### src/rtl/output_classifier_pkg.sv
// Shared fixed-point format for the network output vector and the classifier result.
package output_classifier_pkg;
  localparam int INTEGER_WIDTH  = 8;
  localparam int FRACTION_WIDTH = 8;

  typedef logic signed [INTEGER_WIDTH-1:-FRACTION_WIDTH] fixed_t;
endpackage

### src/rtl/output_classifier.sv
// Snapshots the network output vector and scans it one element per cycle for the argmax.
// Optional confidence flag against a threshold input: define OUTPUT_CLASSIFIER_THRESHOLD_EN.
module output_classifier
  import output_classifier_pkg::*;
#(
  parameter int NUM_OUTPUTS = 10,
  localparam int INDEX_WIDTH = (NUM_OUTPUTS > 1) ? $clog2(NUM_OUTPUTS) : 1
) (
  input  logic                              clock,
  input  logic                              reset,
  input  logic                              outputs_ready,
  input  fixed_t [NUM_OUTPUTS-1:0]          outputs,
  output logic                              busy,
  output logic                              class_valid,
  input  logic                              class_ack,
  output logic [INDEX_WIDTH-1:0]            class_index,
  output fixed_t                            class_value
`ifdef OUTPUT_CLASSIFIER_THRESHOLD_EN
  ,
  input  fixed_t                            threshold,
  output logic                              class_confident
`endif
);

  typedef enum logic [1:0] {IDLE, SCAN, DONE} state_t;

  localparam logic [INDEX_WIDTH-1:0] FIRST_IDX = INDEX_WIDTH'(1);
  localparam logic [INDEX_WIDTH-1:0] LAST_IDX  = INDEX_WIDTH'(NUM_OUTPUTS - 1);

  state_t                   state;
  fixed_t [NUM_OUTPUTS-1:0] snapshot;
  fixed_t                   best_value;
  logic [INDEX_WIDTH-1:0]   best_index;
  logic [INDEX_WIDTH-1:0]   idx;

  logic                     capture;
  logic                     better;
  logic                     last;
  fixed_t                   next_value;
  logic [INDEX_WIDTH-1:0]   next_index;

  // A new vector is taken from IDLE, or from DONE on the same edge the result is acked.
  always_comb begin
    capture    = outputs_ready && (state == IDLE || (state == DONE && class_ack));
    better     = snapshot[idx] > best_value;
    next_value = better ? snapshot[idx] : best_value;
    next_index = better ? idx : best_index;
    last       = (idx == LAST_IDX);
  end

  always_ff @(posedge clock or posedge reset) begin
    if (reset) begin
      state       <= IDLE;
      busy        <= 1'b0;
      class_valid <= 1'b0;
      class_index <= '0;
      class_value <= '0;
      snapshot    <= '0;
      best_value  <= '0;
      best_index  <= '0;
      idx         <= '0;
`ifdef OUTPUT_CLASSIFIER_THRESHOLD_EN
      class_confident <= 1'b0;
`endif
    end else if (capture) begin
      snapshot   <= outputs;
      best_value <= outputs[0];
      best_index <= '0;
      idx        <= FIRST_IDX;
      busy       <= 1'b1;
      if (NUM_OUTPUTS == 1) begin
        // Single-element vector: the capture edge is also the DONE-entry edge.
        state       <= DONE;
        class_valid <= 1'b1;
        class_index <= '0;
        class_value <= outputs[0];
`ifdef OUTPUT_CLASSIFIER_THRESHOLD_EN
        class_confident <= (outputs[0] >= threshold);
`endif
      end else begin
        state       <= SCAN;
        class_valid <= 1'b0;
      end
    end else begin
      case (state)
        SCAN: begin
          best_value <= next_value;
          best_index <= next_index;
          if (last) begin
            state       <= DONE;
            class_valid <= 1'b1;
            class_index <= next_index;
            class_value <= next_value;
`ifdef OUTPUT_CLASSIFIER_THRESHOLD_EN
            class_confident <= (next_value >= threshold);
`endif
          end else begin
            idx <= idx + FIRST_IDX;
          end
        end
        DONE: begin
          if (class_ack) begin
            state       <= IDLE;
            busy        <= 1'b0;
            class_valid <= 1'b0;
          end
        end
        default: begin
          state <= IDLE;
          busy  <= 1'b0;
        end
      endcase
    end
  end

endmodule

### config.mk
export PLATFORM = sky130hd
export DESIGN_NAME = output_classifier
export DESIGN_NICKNAME = d
export VERILOG_FILES = /design/src/rtl/output_classifier_pkg.sv /design/src/rtl/output_classifier.sv
export SDC_FILE = /design/constraint.sdc
export NUM_CORES = 1
export LEC_CHECK = 0
export CAP_MARGIN = 30
export CORE_MARGIN = 2
export CORE_UTILIZATION = 47
export CTS_CLUSTER_SIZE = 24
export DETAILED_ROUTE_END_ITERATION = 16
export MAX_ROUTING_LAYER = met4
export PLACE_DENSITY = 0.77
export SLEW_MARGIN = 5
export SYNTH_ARGS = -nofsm -noshare
export SYNTH_HDL_FRONTEND = slang
export SYNTH_SLANG_ARGS = --single-unit
### constraint.sdc
create_clock -name clock -period 7 [get_ports clock]
set_clock_uncertainty 0.1 [all_clocks]
set_input_delay 1.05 -clock clock [delete_from_list [all_inputs] [get_ports clock]]
set_output_delay 1.05 -clock clock [all_outputs]
set_load 0.05 [all_outputs]
; After elaboration in Yosys (flattened, before gate mapping)
; Index checks and enable logic that the tools add are counted.
[totals]
n_memories = 0
mem_bits_rw = 0
in_bits = 164
romBits = 0
reg_bits = 208
output_inout_bits = 22
latchBits = 0
word_cells = 61
[classes]
n_addsub = 1
n_reduce_logical = 11
n_bitwise = 1
n_eq_ne = 7
shifts = 0
n_lt_le_gt_ge = 2
muxes = 21
n_div = 0
mul = 0
[op_table]
columns = op, count
row1 = $bmux 16 s4, 1
row2 = $mux 16, 4
row3 = $mux 4, 6
row4 = $gt 16x16->1, 1
row5 = $mux 2, 3
row6 = $ne 3x3->1 const B, 2
row7 = $reduce_and 2->1, 3
row8 = $reduce_and 3->1, 2
row9 = $lt 4x5->1 const B, 1
row10 = $add 4x1->4 const B, 1
row11 = $eq 4x4->1 const B, 1
row12 = $mux 1, 4
row13 = $ne 2x2->1 const B, 2
row14 = $pmux 1 s2, 2
row15 = $pmux 2 s2, 1
row16 = $reduce_bool 3->1, 1
row17 = $eq 2x1->1 const B, 1
row18 = $eq 2x2->1 const B, 1
row19 = $logic_and 1x1->1, 2
row20 = $logic_not 2->1, 1
row21 = $reduce_bool 2->1, 1
row22 = $logic_or 1x1->1, 1
row23 = $not 1->1, 1

; Logic depth before layout (Yosys ltp)
; Gate-level depths: netlist (run 1).
[depth]
depth_word = 6
ltp_mapped = 16
ltp_nobuf = 12

; Least setup slack after synthesis (run 1)
; No wires, ideal clock.
[synth_path]
path_kind = reg-to-reg
start = register idx[0]
end = register class_value[0]
t_arrival_ns = 3.686
required_ns = 6.778
setup_time_ns = 0.122
slack_ns = 3.092
path_buffers = 4
stages_incl_launch_ff = 16
synth_period_minus_slack_ns = 3.908
cell_sequence = dfrtp_1 buf_2 buf_2 mux4_2 a22oi_1 o21ai_0 ha_1 a21o_1 a21o_1 a2111o_1 o31a_2 or2_1 buf_6 buf_8 nor2_1 o21ai_1
[synth_between]
elab_chain_cells = 4
[synth_lines]
columns = item, line_no
row1 = from (decl), output_classifier.sv:34  ; logic [INDEX_WIDTH-1:0] idx;
row2 = from (signal assigned), output_classifier.sv:98  ; idx <= idx + FIRST_IDX;
row3 = $bmux 16 s4, "output_classifier.sv:45, output_classifier.sv:46"
row4 = $mux 16 (not written as such), "output_classifier.sv:45, output_classifier.sv:46"
row5 = $gt 16x16->1, output_classifier.sv:45  ; better = snapshot[idx] > best_value;
row6 = $mux 16, output_classifier.sv:46  ; next_value = better ? snapshot[idx] : best_value;
row7 = to (signal assigned), output_classifier.sv:76  ; class_value <= outputs[0];
row8 = to (signal assigned), output_classifier.sv:93  ; class_value <= next_value;
row9 = to (decl), output_classifier.sv:17  ; output fixed_t class_value
; Parallel ways exist; a longest one is shown, timed or not. The select of a mux whose other input is x is not followed.
; A chain may end at the register's enable or synchronous reset.

; Worst setup path in the final report (run 1)
[layout_path]
start = register idx[0]
end = register best_value[10]
[layout_between]
elab_chain_cells = 6
[layout_lines]
columns = item, line_no
row1 = $bmux 16 s4 (*), "output_classifier.sv:45, output_classifier.sv:46"
row2 = $mux 16 (not written as such) (*), "output_classifier.sv:45, output_classifier.sv:46"
row3 = $gt 16x16->1, output_classifier.sv:45
row4 = $mux 16 (*), output_classifier.sv:46
row5 = $mux 16 (*), output_classifier.sv:85  ; case (state)
row6 = $mux 16 (*), output_classifier.sv:65  ; end else if (capture) begin
row7 = to (signal assigned), output_classifier.sv:67  ; best_value <= outputs[0];
row8 = to (signal assigned), output_classifier.sv:87  ; best_value <= next_value;
row9 = to (decl), output_classifier.sv:32  ; fixed_t best_value;
; Every way passes the cells marked *; elsewhere a longest branch is shown, timed or not. The select of a mux whose other input is x is not followed.

==> reports/results.tsv, run 1 <==
stage	metric	value	unit
floorplan	Ports	186	
clock_network	clock sinks	208	
logic_synthesis	Syn. warnings	0	
final_layout	most common cell after layout, fill and taps aside	nand2_1	
worst_setup_path	critical path class	flip-flop to flip-flop	
logic_synthesis	post-synth cell types	42	
worst_setup_path	worst endpoint required time	7.32	ns
outcome	status	finished clean	
placement	PortBufs	185	
worst_setup_path	WP data arrival	5.14	ns
sta	Finish-stage setup viols	0	
clock_network	CTS clk-pin slew, worst paths	0.06	ns
global_routing	largest net degree at the start of global routing	135	
sta	Max Clk Rate	0.208	GHz
final_layout	fraction of layout cells with a size suffix above 1	7.52	%
worst_setup_path	CP cell instances	mux4_2, a22oi_1, o21ai_0, ha_1, a21o_1, a21o_1, a2111o_1, o31a_2, o21ai_2, buf_4, o22ai_1, a31oi_1	
sta	RSZ-0062 raised after global routing	no	
power_and_ir_drop	pwr/cell area	508	nW/um^2
clock_network	Clk Latency, worst-skew pair	0.51	ns
global_routing	gr ovfl total	0	
sta	Slew @ Worst Pin	0.861	ns
power_and_ir_drop	Clk pwr share	18.0	%
sta	final hold vios	0	
clock_network	Root Buffer	clkbuf_16	
hold_path	WHS Path Cells	2	
sta	Slew Viols, Final	0	
power_and_ir_drop	Cell Int Power	3.62	mW
worst_setup_path	CP max-delay cell	dfrtp_4	
power_and_ir_drop	Pleak	6.05	nW
logic_synthesis	simple-gate share of the synthesized area	22.5	%
clock_network	H-tree depth	1	
worst_setup_path	R2R cell count	12	
clock_network	clk buf depth	3	
drt	# DRC	0	
power_and_ir_drop	Sequential Power Share	34.6	%
floorplan	die width	147	um
floorplan	die footprint	21700	sq um
floorplan	starting density of the core	47.8	%
floorplan	core area	20200	sq um
drt	drt initial violations	732	
final_layout	Area Growth Syn to Fin	28.9	%
drt	Avg Vias per Cell	5.29	
global_routing	first-pass GRT wire length	42400	um
worst_setup_path	Max FO, Critical Path	37	
global_routing	number of global-route vias before repair	7756	
logic_synthesis	post-synthesis async set-or-reset flop share	100	%
logic_synthesis	adder-cell share of the synthesized area	2.34	%
logic_synthesis	main combinational cell family by area after synthesis	simple AND/OR/NAND/NOR gates	
worst_setup_path	Worst Setup End Kind	flip-flop	
global_routing	GRT Total Usage	25.8	%
clock_network	CTS Buf Count	23	
sta	post-layout minimum cycle time	4.82	ns
logic_synthesis	Post-synth EDFFs	0	
clock_network	CTS tree	yes	
drt	detailed-route via count	7903	
logic_synthesis	XOR/XNOR Fraction of Synth Area	0.273	%
worst_setup_path	most used cell, CP	a21o_1	
global_routing	initial antenna violation count	0	
hold_path	Hold Crit Class	flip-flop to flip-flop	
drt	Routed Antenna Nets	0	
logic_synthesis	synthesized cell area	9640	sq um
sta	total negative setup slack	0	ns
floorplan	die height	147	um
drt	wire per inst	17.8	um
sta	Final WS setup	2.18	ns
power_and_ir_drop	combinational cell fraction of total power	47.4	%
logic_synthesis	cell count after synthesis	1048	
logic_synthesis	average size of a mapped cell	9.20	sq um
power_and_ir_drop	VDD IR-drop max	243	uV
sta	part of the cycle the worst path needs	68.8	%
placement	GPL Wtd Cong	0.905	
logic_synthesis	complex-gate fraction of the synthesized area	7.88	%
power_and_ir_drop	Sw Share	42.6	%
final_layout	# diodes	0	
logic_synthesis	Synth Flop Type	dfrtp_1	
clock_network	hold_buf cts	0	
logic_synthesis	Mapped Nets	1230	
power_and_ir_drop	Psw	2.69	mW
drt	router iterations before antenna repair	5	
worst_setup_path	startpoint types	flip-flop	
sta	Max-slew headroom	42.4	%
logic_synthesis	synthesized flop and latch total	208	
logic_synthesis	sequential area share after synthesis	54.0	%
worst_setup_path	CP peak stage delay	0.86	ns
placement	pre-CTS WS	2.20	ns
final_layout	Post-layout nets	1389	
floorplan	num rows	52	
clock_network	post-CTS setup buffer count	0	
final_layout	Filler cells	1670	
placement	post-DP HPWL	18800	um
drt	DRT Wirelength	26600	um
clock_network	post-cts resize count	0	
final_layout	Layout Utilization	61.6	%
logic_synthesis	mux contribution to synthesized area	9.24	%
flow_run	max-cap viol count	0	
final_layout	most frequent cells in the layout	nand2_1, dfrtp_1, clkdlybuf4s50_1	
power_and_ir_drop	Power Total	6.32	mW
==> synthesized netlist by cell type (2+ instances only) <==
master,instances,area share [%]
nor2b_1,3,0.19
o22ai_1,17,1.1
xnor2_1,3,0.27
o21ai_0,44,2.3
nor4_1,2,0.13
buf_6,2,0.23
a31oi_1,15,0.97
ha_1,18,2.3
nor2_1,28,1.1
a22oi_1,16,1.2
and3_1,2,0.13
o21ai_2,2,0.18
nand2_1,508,20
a21oi_1,12,0.62
inv_1,22,0.86
mux2i_1,17,1.8
dfrtp_1,208,54
nand3_1,6,0.31
mux4_2,32,7.5
clkbuf_1,49,1.9
o21ai_1,9,0.47
nand4_1,3,0.19
a21o_1,3,0.23
buf_2,6,0.31
buf_4,4,0.31
==> metal layers <==
layer,up-vias,routed length (um),track usage [%]
met5,-,0,-
met4,0,822,7.64
met3,63,1670,3.88
met2,274,12600,39.2
met1,3816,11600,36.4
li1,3750,-,-
==> cells by family after synthesis <==
group,Yosys count
buffers and inverters,85
flip-flops,208
XOR/XNOR,3
multiplexers,49
AO/OA/AOI/OAI,126
AND/OR/NAND/NOR,559
adder cells (fa/ha/maj),18
==> registers in the layout (all words and copies together), names as in the netlist, 2 cells and up <==
| name | count |
|---|---|
| class_value | 16 |
| snapshot | 160 |
| idx | 4 |
| best_value | 16 |
| best_index | 4 |
| state | 2 |
| class_index | 4 |
==> metrics by stage <==
step / hold slack [ns] / cells / cell area, sq um
after floorplan: 0.340 / 1048 / 9640
after global placement: 0.353 / 1447 / 11600
after detailed placement: 0.359 / 1449 / 11600
after CTS: 0.373 / 1490 / 12300
after global routing: 0.390 / 1493 / 12400
final: 0.373 / 1493 / 12400
==> power by group through the flow <==
| stage | Combinational (mW) | Sequential (mW) | Clock [mW] |
|---|---|---|---|
| detailed placement | 2.96 | 2.20 | 0 |
| global placement | 2.85 | 2.18 | 0 |
| CTS | 2.98 | 2.19 | 1.15 |
| floorplan | 2.16 | 2.20 | 0 |
| global route | 3.31 | 2.26 | 1.20 |
| finish | 2.99 | 2.19 | 1.14 |
==> final timing paths <==
check,startpoint,endpoint,slack [ns]
max,idx[0]$_DFFE_PP0P_,best_value[10]$_DFFE_PP0P_,2.18
min,snapshot[18]$_DFFE_PP0P_,snapshot[18]$_DFFE_PP0P_,0.37
max reg2reg,idx[0]$_DFFE_PP0P_,best_value[10]$_DFFE_PP0P_,2.18
min reg2reg,snapshot[18]$_DFFE_PP0P_,snapshot[18]$_DFFE_PP0P_,0.37
max in group asynchronous,reset,snapshot[49]$_DFFE_PP0P_,4.76
min in group asynchronous,reset,snapshot[79]$_DFFE_PP0P_,0.72
==> worst max-delay path: cells and delay by family, from the launching register on <==
family / cells / cell delay [ns]
AOI/OAI and AO/OA: 9 / 2.52
DFF: 1 / 0.86
muxes: 1 / 0.60
buffers and inverters: 1 / 0.36
adders and majority gates: 1 / 0.25
==> cell type report <==
| type | instances | area, sq um | area share [%] |
|---|---|---|---|
| Clock buffer | 31 | 646 | 5.19 |
| Clock inverter | 10 | 58.8 | 0.473 |
| Inverter | 22 | 90.1 | 0.725 |
| Multi-Input combinational cell | 755 | 4080 | 32.8 |
| Sequential cell | 208 | 5210 | 41.9 |
| Tap cell | 270 | 338 | 2.72 |
| Timing Repair Buffer | 197 | 2010 | 16.2 |
Power figures use the tool's default switching activity.
==> run 2: changes to the inputs <==
==> constraint.sdc (replaced) <==
create_clock -name clock -period 4.05 [get_ports clock]
set_clock_uncertainty 0.1 [all_clocks]
set_input_delay 0.6075 -clock clock [delete_from_list [all_inputs] [get_ports clock]]
set_output_delay 0.6075 -clock clock [all_outputs]
set_load 0.05 [all_outputs]
==> run 2 against run 1 <==
Net effect:
- utilization rose by 1.7 points
- critical path type unchanged
- routed wire length barely moved
- largest power group unchanged
- die area did not move
- global-route usage fell by 0.59 points
- total power rose by 85%
==> reports/results.tsv, run 2 (synthesized netlist as in run 1, its figures left out) <==
stage	metric	value	unit	change
outcome	status	finished clean		
worst_setup_path	reg2reg start	idx[0]$_DFFE_PP0P_		
final_layout	Finished Layout Cells	1513		+1.3%
global_routing	gr ovfl total	0		unchanged
final_layout	Post-layout nets	1410		+1.5%
worst_setup_path	critical path class	flip-flop to flip-flop		
worst_setup_path	R2R cell count	14		+2
worst_setup_path	CP cell instances	buf_12, buf_12, mux4_2, a22oi_1, o21ai_0, ha_1, a41o_1, a21oi_1, nor4_2, o31a_2, or2_1, buf_4, a21oi_1, a21oi_1		
floorplan	Ports	186		unchanged
power_and_ir_drop	Power Total	11.7	mW	+85%
floorplan	die width	147	um	unchanged
worst_setup_path	CP max-delay cell	dfrtp_4		
clock_network	CTS clk-pin slew, worst paths	0.06	ns	about the same
placement	Placement Cell Area	11900	sq um	+2.1%
drt	router iterations before antenna repair	5		unchanged
clock_network	Clk Latency, worst-skew pair	0.51	ns	about the same
power_and_ir_drop	Sw Share	41.1	%	-1.6 points
clock_network	H-tree depth	1		unchanged
final_layout	fraction of layout cells with a size suffix above 1	9.65	%	+2.1 points
final_layout	Area Growth Syn to Fin	32.4	%	
flow_run	max-cap viol count	0		unchanged
placement	post-DP HPWL	18800	um	about the same
floorplan	die footprint	21700	sq um	unchanged
power_and_ir_drop	Clk pwr share	18.8	%	+0.8 points
final_layout	# diodes	0		unchanged
drt	# DRC	0		unchanged
power_and_ir_drop	combinational cell fraction of total power	49.4	%	+2.0 points
clock_network	CTS Buf Count	23		unchanged
sta	Slew Viols, Final	0		unchanged
worst_setup_path	most used cell, CP	a21oi_1		
sta	post-layout minimum cycle time	3.92	ns	-0.897 ns
drt	detailed-route via count	8095		+2.4%
worst_setup_path	Max FO, Critical Path	10		-73%
worst_setup_path	Worst Setup End Kind	flip-flop		
clock_network	Root Buffer	clkbuf_16		
sta	Slew @ Worst Pin	0.863	ns	+0.00233 ns
power_and_ir_drop	Psw	4.81	mW	+78%
sta	Max-slew headroom	42.3	%	-0.16 points
final_layout	Regs by FF count	snapshot x160, best_value x16, class_value x16		
global_routing	GRT Total Usage	25.2	%	-0.59 points
sta	final hold vios	0		unchanged
drt	Avg Vias per Cell	5.35		+1.1%
floorplan	starting density of the core	47.8	%	unchanged
placement	PortBufs	185		unchanged
clock_network	clock sinks	208		unchanged
worst_setup_path	flop-to-flop setup slack	0.13	ns	-2.05 ns
worst_setup_path	crit path from	idx[0]$_DFFE_PP0P_		
hold_path	Hold Crit Class	flip-flop to flip-flop		
floorplan	die height	147	um	unchanged
placement	GPL Wtd Cong	0.877		-3.0%
final_layout	most common cell after layout, fill and taps aside	nand2_1		
sta	total negative setup slack	0	ns	unchanged
global_routing	number of global-route vias before repair	8018		+3.4%
worst_setup_path	Buf/Inv on CP	3		+2
global_routing	first-pass GRT wire length	42000	um	-0.99%
global_routing	largest net degree at the start of global routing	125		-7.4%
sta	Min Hold Slack	0.370	ns	-0.00327 ns
drt	wire per inst	17.6	um	-1.4%
worst_setup_path	FF-to-FF End	class_index[0]$_DFFE_PP0P_		
power_and_ir_drop	Pleak	6.21	nW	+2.7%
worst_setup_path	startpoint types	flip-flop		
worst_setup_path	crit-path leading delay family	compound AO/OA/AOI/OAI gates		
floorplan	num rows	52		unchanged
final_layout	most frequent cells in the layout	nand2_1, dfrtp_1, clkdlybuf4s50_1		
sta	Finish-stage setup viols	0		unchanged
sta	part of the cycle the worst path needs	96.8	%	+28 points
worst_setup_path	worst endpoint required time	4.34	ns	-2.98 ns
global_routing	initial antenna violation count	0		unchanged
power_and_ir_drop	Sequential Power Share	31.8	%	-2.8 points
worst_setup_path	number of cells on the critical path	14		+2
worst_setup_path	CP peak stage delay	0.51	ns	-0.35 ns
drt	drt initial violations	626		-14%
drt	DRT Wirelength	26600	um	about the same
final_layout	cell area after layout	12800	sq um	+2.7%
clock_network	CTS tree	yes		
clock_network	clk buf depth	3		unchanged
power_and_ir_drop	VDD IR-drop max	761	uV	+210%
clock_network	hold_buf cts	0		unchanged
power_and_ir_drop	pwr/cell area	918	nW/um^2	+80%
final_layout	max reg flops	160		unchanged
placement	placed insts	1470		+1.4%
power_and_ir_drop	Cell Int Power	6.90	mW	+90%
floorplan	core area	20200	sq um	unchanged
drt	Routed Antenna Nets	0		unchanged
worst_setup_path	WP data arrival	4.21	ns	-0.93 ns
sta	Max Clk Rate	0.255	GHz	+23%
final_layout	largest reg by FF count	snapshot		
worst_setup_path	Worst Setup EP	class_index[0]$_DFFE_PP0P_		
[run 2: cell types whose count changed in the layout (fill, tap and decap cells not counted), moves of 3 or more]
cell / before / now
bufinv_16: 0 / 3
buf_12: 0 / 7
clkinv_2: 7 / 4
buf_4: 7 / 23
o21ai_0: 44 / 41
clkbuf_8: 4 / 8
o21ai_1: 9 / 12
[run 2: worst register-to-register path, delay by kind of cell (launching register included)]
family / cells / cell delay [ns]
compound gates: 7 / 1.60
fa+ha+maj: 1 / 0.37
buf+inv: 3 / 0.45
flops: 1 / 0.51
mux: 1 / 0.44
simple gates: 2 / 0.34
[run 2: per-stage QoR]
| step | util, % | worst slack [ns] |
|---|---|---|
| floorplan | - | 0.142 |
| global placement | 58.7 | 0.0595 |
| detailed placement | 58.9 | 0.0255 |
| CTS | 63.1 | 0.0851 |
| global route | 63.3 | -0.0569 |
| finish | 63.3 | 0.128 |
[run 2: routing by layer]
layer	global-route usage, %	wire length, um	share of wire, %
met4	7.16	650	2.4
met1	35.1	11500	43
met5	-	0	0
met3	4.44	1980	7.4
met2	38.5	12500	47
[run 2: cell type report]
cell class                      instances  area (sq um)
Fill cell                            1620          7410
Sequential cell                       208          5210
Multi-Input combinational cell        755          4110
Timing Repair Buffer                  218          2210
Clock buffer                           33           693
Tap cell                              270           338
Clock inverter                          7           110
Inverter                               22          86.3
[run 2: worst min path at each step]
stage                              start                        end  slack (ns)  depth (start not counted)
2_1_floorplan  snapshot[100]$_DFFE_PP0P_  snapshot[100]$_DFFE_PP0P_        0.34                          2
3_3_place_gp    snapshot[80]$_DFFE_PP0P_   snapshot[80]$_DFFE_PP0P_        0.35                          2
3_5_place_dp    snapshot[34]$_DFFE_PP0P_   snapshot[34]$_DFFE_PP0P_        0.36                          2
4_1_cts        snapshot[110]$_DFFE_PP0P_  snapshot[110]$_DFFE_PP0P_        0.37                          2
5_1_grt        snapshot[129]$_DFFE_PP0P_  snapshot[129]$_DFFE_PP0P_        0.39                          2
6_report       snapshot[110]$_DFFE_PP0P_  snapshot[110]$_DFFE_PP0P_        0.37                          2
[run 2: power by group through the flow]
| stage | Clock, mW | Sequential (mW) | Combinational (mW) |
|---|---|---|---|
| 2_1_floorplan | 0 | 3.81 | 3.73 |
| 3_3_place_gp | 0 | 3.71 | 5.40 |
| 3_5_place_dp | 0 | 3.74 | 5.55 |
| 4_1_cts | 2.23 | 3.70 | 5.67 |
| 5_1_grt | 2.32 | 3.81 | 6.35 |
| 6_report | 2.20 | 3.72 | 5.79 |
[run 2: repair_timing]
item / in CTS / in global routing
setup buffers: 3 / 0
gates cloned: 0 / 0
pin swaps: 0 / 2
endpoints found under the setup margin: 2 / 38
gates resized for setup: 0 / 12
==> run 3: changes to the inputs <==
--- a/config.mk
+++ b/config.mk
@@ -5,11 +5,13 @@
 export SDC_FILE = /design/constraint.sdc
 export NUM_CORES = 1
 export LEC_CHECK = 0
-export CAP_MARGIN = 30
+export CAP_MARGIN = 40
 export CORE_MARGIN = 2
 export CORE_UTILIZATION = 47
+export CTS_CLUSTER_DIAMETER = 100
 export CTS_CLUSTER_SIZE = 24
 export DETAILED_ROUTE_END_ITERATION = 16
+export HOLD_SLACK_MARGIN = 0.12
 export MAX_ROUTING_LAYER = met4
 export PLACE_DENSITY = 0.77
 export SLEW_MARGIN = 5
==> run 3 against run 2 <==
Net effect:
- utilization down 2.2 points
- global-route usage is 0.74 points lower
- worst hold slack improved by 0.0072 ns
- first-iteration DRC count up 17%
- critical endpoint unchanged
- highest routed layer unchanged
==> reports/results.tsv, run 3 (synthesized netlist as in run 1, its figures left out) <==
stage	metric	value	unit	change
worst_setup_path	reg2reg start	idx[0]$_DFFE_PP0P_		
final_layout	Regs by FF count	snapshot x160, best_value x16, class_value x16		
floorplan	die width	147	um	unchanged
drt	DRT Wirelength	25800	um	-3.1%
sta	post-layout minimum cycle time	3.85	ns	-0.0670 ns
final_layout	# diodes	0		unchanged
hold_path	hold path startpoint	snapshot[110]$_DFFE_PP0P_		
worst_setup_path	Worst Setup End Kind	flip-flop		
worst_setup_path	WP data arrival	4.10	ns	-0.11 ns
drt	drt initial violations	732		+17%
final_layout	largest reg by FF count	snapshot		
flow_run	max-cap viol count	0		unchanged
placement	GPL Wtd Cong	0.877		unchanged
worst_setup_path	startpoint types	flip-flop		
floorplan	Ports	186		unchanged
drt	Routed Antenna Nets	0		unchanged
worst_setup_path	Max FO, Critical Path	9		-1
clock_network	Root Buffer	clkbuf_16		
power_and_ir_drop	pwr/cell area	871	nW/um^2	-5.1%
sta	Max Clk Rate	0.259	GHz	+1.7%
sta	RSZ-0062 raised after global routing	no		
drt	Avg Vias per Cell	5.40		+0.96%
sta	Slew Viols, Final	0		unchanged
sta	Finish-stage setup viols	0		unchanged
global_routing	GRT Total Usage	24.5	%	-0.74 points
final_layout	most common cell after layout, fill and taps aside	nand2_1		
drt	# DRC	0		unchanged
worst_setup_path	worst endpoint required time	4.29	ns	-0.05 ns
global_routing	first-pass GRT wire length	40900	um	-2.5%
drt	router iterations before antenna repair	8		+3
floorplan	core area	20200	sq um	unchanged
hold_path	Hold Crit Class	flip-flop to flip-flop		
clock_network	clock sinks	208		unchanged
worst_setup_path	crit path from	idx[0]$_DFFE_PP0P_		
sta	total negative setup slack	0	ns	unchanged
outcome	status	finished clean		
floorplan	starting density of the core	47.8	%	unchanged
sta	part of the cycle the worst path needs	95.2	%	-1.7 points
floorplan	die footprint	21700	sq um	unchanged
power_and_ir_drop	VDD IR-drop max	770	uV	+1.2%
drt	detailed-route via count	8043		-0.64%
global_routing	gr ovfl total	0		unchanged
final_layout	Filler cells	1739		+7.3%
drt	wire per inst	17.3	um	-1.5%
clock_network	clk buf depth	3		unchanged
placement	post-DP HPWL	18900	um	+0.33%
final_layout	max reg flops	160		unchanged
sta	Max-slew headroom	43.6	%	+1.3 points
global_routing	largest net degree at the start of global routing	125		unchanged
placement	PortBufs	185		unchanged
final_layout	Post-layout nets	1400		-0.71%
clock_network	H-tree depth	1		unchanged
worst_setup_path	critical path class	flip-flop to flip-flop		
global_routing	initial antenna violation count	0		unchanged
final_layout	fraction of layout cells with a size suffix above 1	8.29	%	-1.4 points
hold_path	Min-Delay Endpoint	snapshot[110]$_DFFE_PP0P_		
clock_network	Clk Latency, worst-skew pair	0.47	ns	-0.04 ns
hold_path	WHS Path Cells	2		unchanged
sta	final hold vios	0		unchanged
final_layout	most frequent cells in the layout	nand2_1, dfrtp_1, clkdlybuf4s50_1		
clock_network	CTS tree	yes		
final_layout	Layout Utilization	61.1	%	-2.2 points
worst_setup_path	FF-to-FF End	class_index[0]$_DFFE_PP0P_		
floorplan	num rows	52		unchanged
floorplan	die height	147	um	unchanged
worst_setup_path	flop-to-flop setup slack	0.20	ns	+0.07 ns
power_and_ir_drop	Pleak	5.98	nW	-3.7%
sta	Slew @ Worst Pin	0.843	ns	-0.0198 ns
global_routing	number of global-route vias before repair	7826		-2.4%
clock_network	CTS clk-pin slew, worst paths	0.09	ns	+0.03 ns
worst_setup_path	R2R cell count	14		unchanged
final_layout	Area Growth Syn to Fin	27.8	%	
clock_network	CTS Buf Count	12		-48%
## run 3: cell type report
| type | count | area (sq um) | share of cell area [%] |
|---|---|---|---|
| clock buffer | 14 | 329 | 2.67 |
| clock inverter | 1 | 8.76 | 0.0711 |
| inverter | 22 | 86.3 | 0.701 |
| multi-input combinational | 755 | 4130 | 33.5 |
| sequential | 208 | 5210 | 42.3 |
| tap | 270 | 338 | 2.74 |
| timing repair buffer | 219 | 2220 | 18.0 |
## run 3: critical path, stage by stage (launching register included)
cell and delay [ns]:
dfrtp_4 0.53, buf_12 0.16, buf_4 0.13, mux4_2 0.47, a22oi_1 0.28, o21ai_1 0.16, ha_1 0.32, a21oi_1 0.14
nor2_1 0.06, a2111o_1 0.40, o31a_2 0.33, or2_1 0.23, buf_4 0.17, a21oi_1 0.16, a21oi_1 0.10
## run 3: worst max-delay path by stage
stage / end / slack [ns] / depth (start not counted)
6_report: class_index[0]$_DFFE_PP0P_ / 0.20 / 14
5_1_grt: best_value[8]$_DFFE_PP0P_ / 0.02 / 13
4_1_cts: best_value[8]$_DFFE_PP0P_ / 0.01 / 13
3_5_place_dp: best_value[8]$_DFFE_PP0P_ / 0.02 / 13
3_3_place_gp: class_index[0]$_DFFE_PP0P_ / 0.06 / 13
2_1_floorplan: class_value[0]$_DFFE_PP0P_ / 0.14 / 15
## run 3: layer usage
layer	wire length [um]	share of wire (%)	GRT usage, %	up-vias
li1	-	-	-	3774
met1	11100	43	35.0	3882
met2	12200	47	37.8	339
met3	1900	7.4	3.04	48
met4	588	2.3	5.63	0
met5	0	0	-	-
## run 3: report_power, final
part	leakage, nW	total, mW	switching (mW)	internal (mW)
Sequential	2.57	3.71	0.621	3.09
Combinational	3.25	5.77	3.32	2.45
Clock	0.166	1.25	0.665	0.584
Total	5.98	10.7	4.60	6.12
## run 3: per-stage QoR
stage / cell area [sq um] / cells / power (mW) / worst slack [ns] / hold slack, ns
final: 12300 / 1489 / 10.7 / 0.195 / 0.377
after floorplan: 9640 / 1048 / 7.54 / 0.142 / 0.340
after global routing: 12300 / 1489 / 11.5 / 0.0185 / 0.397
after CTS: 12200 / 1485 / 10.5 / 0.0107 / 0.378
after global placement: 11800 / 1468 / 9.10 / 0.0595 / 0.354
after detailed placement: 11900 / 1470 / 9.27 / 0.0229 / 0.358
## run 3: repair_timing
item	4_1_cts	5_1_grt
buffers inserted	0	4
hold buffers	0	0
endpoints found under the setup margin	0	39
gates resized for setup	0	20
endpoints found under the hold margin	0	0
==> patch 1, RTL diff (config.mk and constraints of run 2) <==
Add a define of `OUTPUT_CLASSIFIER_THRESHOLD_EN`.
--- a/src/rtl/output_classifier.sv
+++ b/src/rtl/output_classifier.sv
@@ -1,4 +1,6 @@
 // Snapshots the network output vector and scans it one element per cycle for the argmax.
 // Optional confidence flag against a threshold input: define OUTPUT_CLASSIFIER_THRESHOLD_EN.
+`define OUTPUT_CLASSIFIER_THRESHOLD_EN
+
 module output_classifier
   import output_classifier_pkg::*;
Interface: changed (added class_confident and threshold); port bits go from 186 to 203. No check against the original RTL was run, so the function may have changed too.
==> patch 1 against run 2 <==
- the run now ends with negative setup slack left
- worst setup slack worse by 820 ps
- clock power shrank 7%
- design area is 11% higher
- area after synthesis up 6.0%
- total power grew 30%
- worst hold slack lost 100 ps
- sequential cell count rose by 1
- routed wire length rose by 17%
- critical path type unchanged
- largest power group unchanged
==> patch 1: results (changes against run 2) <==
Critical path
The capturing point of the worst reg2reg path is class_confident$_DFFE_PP0P_ (was class_index[0]$_DFFE_PP0P_). The data arrival time at the worst-slack endpoint is 5030 ps (was 4210 ps). The number of cell instances on the worst register-to-register path was 18 (was 14). The largest fanout on the critical path is 8 (was 10). The largest stage delay on the critical path came to 530 ps (was 510 ps).

Synthesis
Main area contributors after synthesis: sky130_fd_sc_hd__dfrtp_1, sky130_fd_sc_hd__nand2_1, sky130_fd_sc_hd__mux4_2 (unchanged). The total nets after synthesis is 1311 (was 1230). The distinct cell type count of the synthesized netlist is 41 (was 42). Post-synth top cells: sky130_fd_sc_hd__nand2_1, sky130_fd_sc_hd__dfrtp_1, sky130_fd_sc_hd__a21oi_1 (was sky130_fd_sc_hd__nand2_1, sky130_fd_sc_hd__dfrtp_1, sky130_fd_sc_hd__clkbuf_1). The number of instances in the synthesized netlist is 1097 (was 1048).

Power and ir drop
The portion of total power attributed to sequential cells is 25.1% (was 31.8%). The peak supply drop was 632 uV (was 761 uV). The switching fraction of total power is 42.2% (was 41.1%).

The power in combinational cells was 0.00938 W (was 0.00579 W). The leakage power was 7.01 nW (was 6.21 nW). The internal portion of total power is 0.00882 W (was 0.00690 W).

Min path
The path category of the worst min-delay check is primary input to async pin (was flop to flop).

STA
The worst slack on hold paths is 267 ps (was 370 ps). The actual slew at the worst max-slew pin is 557 ps (was 863 ps). The post-route setup TNS was -689 ps (was 0 ps). The final count of negative-setup-slack endpoints is 1 (was 0).

The final setup slack of the worst path is -689 ps (was 128 ps).

Placed design
The worst slack at placement was -668 ps (was 25.5 ps). The cell area after placement is 13000 um^2 (was 11900 um^2). The number of placed cells counting well taps is 1580 (was 1470). The weighted congestion at the end of routability-driven global placement is 0.911 (was 0.877).

The count of input and output buffers is 202 (was 185).

Routing
The overall via count from detail_route was 9087 (was 8095). The routed length per placed instance is 19.0 um (was 17.6 um). The post-detailed-route via-to-cell ratio was 5.53 (was 5.35). The number of DRC violations after detailed-routing iteration 0 is 868 (was 626).

Global route
The met2 layer usage reported by global route is 44.9% (was 38.5%). The first-pass GRT wire length is 48300 um (was 42000 um). The met1 track demand over resource in global routing was 38.3% (was 35.1%). The number of global-route vias before repair came to 9024 (was 8018). The global-route met3 utilization came to 4.34% (was 4.44%). The overall track demand over capacity in global routing came to 28.2% (was 25.2%).

Clock network
The total setup buffers inserted after CTS is 10 (was 3). The number of gates resized after cts is 30 (was 0).

Run status
The final reports fail on negative setup slack. Result of the run: finished with violations (was finished clean).
## patch 1: cell count changes after synthesis, sizes merged, moves of 5 or more
cell,run 2,this run
and3,2,15
a22oi,16,1
o21ai,55,34
a21oi,12,66
o22ai,17,2
mux2,0,15
a221o,0,16
a31oi,15,2
nand2,508,458
nor2,29,24
ha,18,34
nand3,6,20
a21o,3,20
inv,22,33
## patch 1: logic make-up after synthesis
kind of cell	after synthesis	synth area share [%]
muxes	65	10.5
xor gates and xnor gates	1	0.0857
buffers and inverters	99	3.98
and+or+nand+nor	541	21.2
DFF	209	51.2
adders and majority gates	34	4.16
AOI/OAI and AO/OA	148	8.94
## patch 1: layout make-up
type / count / area [um^2]
clock buffer: 33 / 643
clock inverter: 7 / 87.6
fill: 1586 / 6950
inverter: 33 / 128
multi-input combinational: 790 / 4800
sequential: 209 / 5230
tap: 275 / 344
timing repair buffer: 296 / 2970
==> patch 2, RTL diff (config.mk and constraints of run 2) <==
Made on the original files. Encoding of `state_t`: now one-hot (3 bits for 3 states).
--- a/src/rtl/output_classifier.sv
+++ b/src/rtl/output_classifier.sv
@@ -23,5 +23,5 @@
 );
 
-  typedef enum logic [1:0] {IDLE, SCAN, DONE} state_t;
+  typedef enum logic [2:0] {IDLE = 3'b001, SCAN = 3'b010, DONE = 3'b100} state_t;
 
   localparam logic [INDEX_WIDTH-1:0] FIRST_IDX = INDEX_WIDTH'(1);
Function: same outputs for any inputs over 10 cycles, from zero or initial values and one cycle with reset high; not proved beyond that.
==> patch 2 against run 2 <==
- first-iteration DRC count is 3.8% lower
- global-route usage rose by 0.11 points
- routed wire length rose by 1.2%
- design area is 1.6% higher
- sequential cell count increased by 1
- worst setup slack lost 31 ps
- total power down 7.9%
- area after synthesis grew 0.71%
- critical path type unchanged
- largest power group unchanged
==> patch 2: results (changes against run 2) <==
Run status
Result of the run: finished clean (unchanged).

Min path
The worst-case hold path end point was snapshot[99]$_DFFE_PP0P_ (was snapshot[110]$_DFFE_PP0P_).

Final layout
The final-layout clock-cell area share was 5.83% (was 6.29%). The count of plain and timing-repair buffers in the layout is 233 (was 218). The area used by sequential logic in the layout came to 5240 um^2 (was 5210 um^2). The relative area of non-clock buffer cells in the final design is 17.8% (was 17.4%). The fraction of final layout cells sized beyond drive strength 1 was 12.0% (was 9.65%). The inverter count of the layout excluding clock inverters is 26 (was 22). The multi-input combinational cell count is 734 (was 755). The count of fill cells added during filler insertion is 1597 (was 1620).

Routing
The wire length on met1 was 11700 um (was 11500 um). The post-detailed-route via-to-cell ratio is 5.33 (was 5.35). The length of routed met2 wiring is 12500 um (about the same). The total wirelength of the detailed-routed design is 26900 um (was 26600 um).

The number of DRC violations after detailed-routing iteration 0 came to 602 (was 626).

Power and ir drop
The clock network power share is 19.3% (was 18.8%). The leakage power is 6.35 nW (was 6.21 nW). The internal portion of total power is 0.00656 W (was 0.00690 W).

The power in sequential cells was 0.00362 W (was 0.00372 W).

Global route
The number of global-route vias before repair is 8047 (was 8018). The first-pass GRT wire length is 42000 um (about the same). The met1 track demand over resource in global routing came to 34.5% (was 35.1%). The global-route met3 utilization is 5.06% (was 4.44%).

The maximum number of pins on one net before global-route repair was 113 (was 125). The overall track demand over capacity in global routing is 25.3% (was 25.2%).

Synthesis
The total nets after synthesis is 1208 (was 1230). The share of the yosys chip area belonging to registers is 53.9% (was 54.0%). The arithmetic-cell share of the synthesized area counting full adders, half adders and majority gates was 2.32% (was 2.34%).

The parity-gate share of the synthesized area counting xor and xnor cells is 0.180% (was 0.273%). Post-synth top cells: sky130_fd_sc_hd__nand2_1, sky130_fd_sc_hd__dfrtp_1, sky130_fd_sc_hd__clkbuf_1 (unchanged). The share of the synthesized area in compound gates (AO/OA/AOI/OAI) is 6.39% (was 7.88%). The distinct cell type count of the synthesized netlist is 43 (was 42).

The per-instance average area after synthesis is 9.46 um^2 (was 9.20 um^2). Main area contributors after synthesis: sky130_fd_sc_hd__dfrtp_1, sky130_fd_sc_hd__nand2_1, sky130_fd_sc_hd__mux4_2 (unchanged).

Clock network
The total setup buffers inserted after CTS was 1 (was 3). The number of sinks on the clock net is 209 (was 208). The number of gates resized after cts is 1 (was 0).

The CTS buffer count was 22 (was 23).

Placed design
The weighted congestion at the end of routability-driven global placement is 0.913 (was 0.877). The cell area after placement is 12000 um^2 (was 11900 um^2).

Critical path
The largest fanout on the critical path is 11 (was 10). The data arrival time at the worst-slack endpoint is 4230 ps (was 4210 ps). The largest stage delay on the critical path is 490 ps (was 510 ps).

STA
The relative slew slack is 43.0% (was 42.3%). The worst slack on hold paths came to 365 ps (was 370 ps).
patch 2: cell types whose count changed in the layout (fill, tap and decap cells not counted), moves of 12 or more:
cell	run 2	this run
sky130_fd_sc_hd__a31oi_1	15	0
sky130_fd_sc_hd__o21ai_0	41	7
sky130_fd_sc_hd__o21ai_1	12	0
sky130_fd_sc_hd__a22oi_1	14	0
sky130_fd_sc_hd__mux2i_1	17	31
sky130_fd_sc_hd__buf_4	23	39
patch 2: stage by stage:
| step | power (W) | instances | utilization (%) | setup WS [ps] |
|---|---|---|---|---|
| after global routing | 0.0115 | 1511 | 64.1 | -48.6 |
| after CTS | 0.0105 | 1502 | 63.3 | 1.84 |
| after detailed placement | 0.00838 | 1462 | 59.5 | -5.92 |
| after global placement | 0.00824 | 1462 | 59.5 | 95.4 |
| after floorplan | 0.00663 | 1026 | - | 27.8 |
| final | 0.0108 | 1511 | 64.1 | 97.4 |
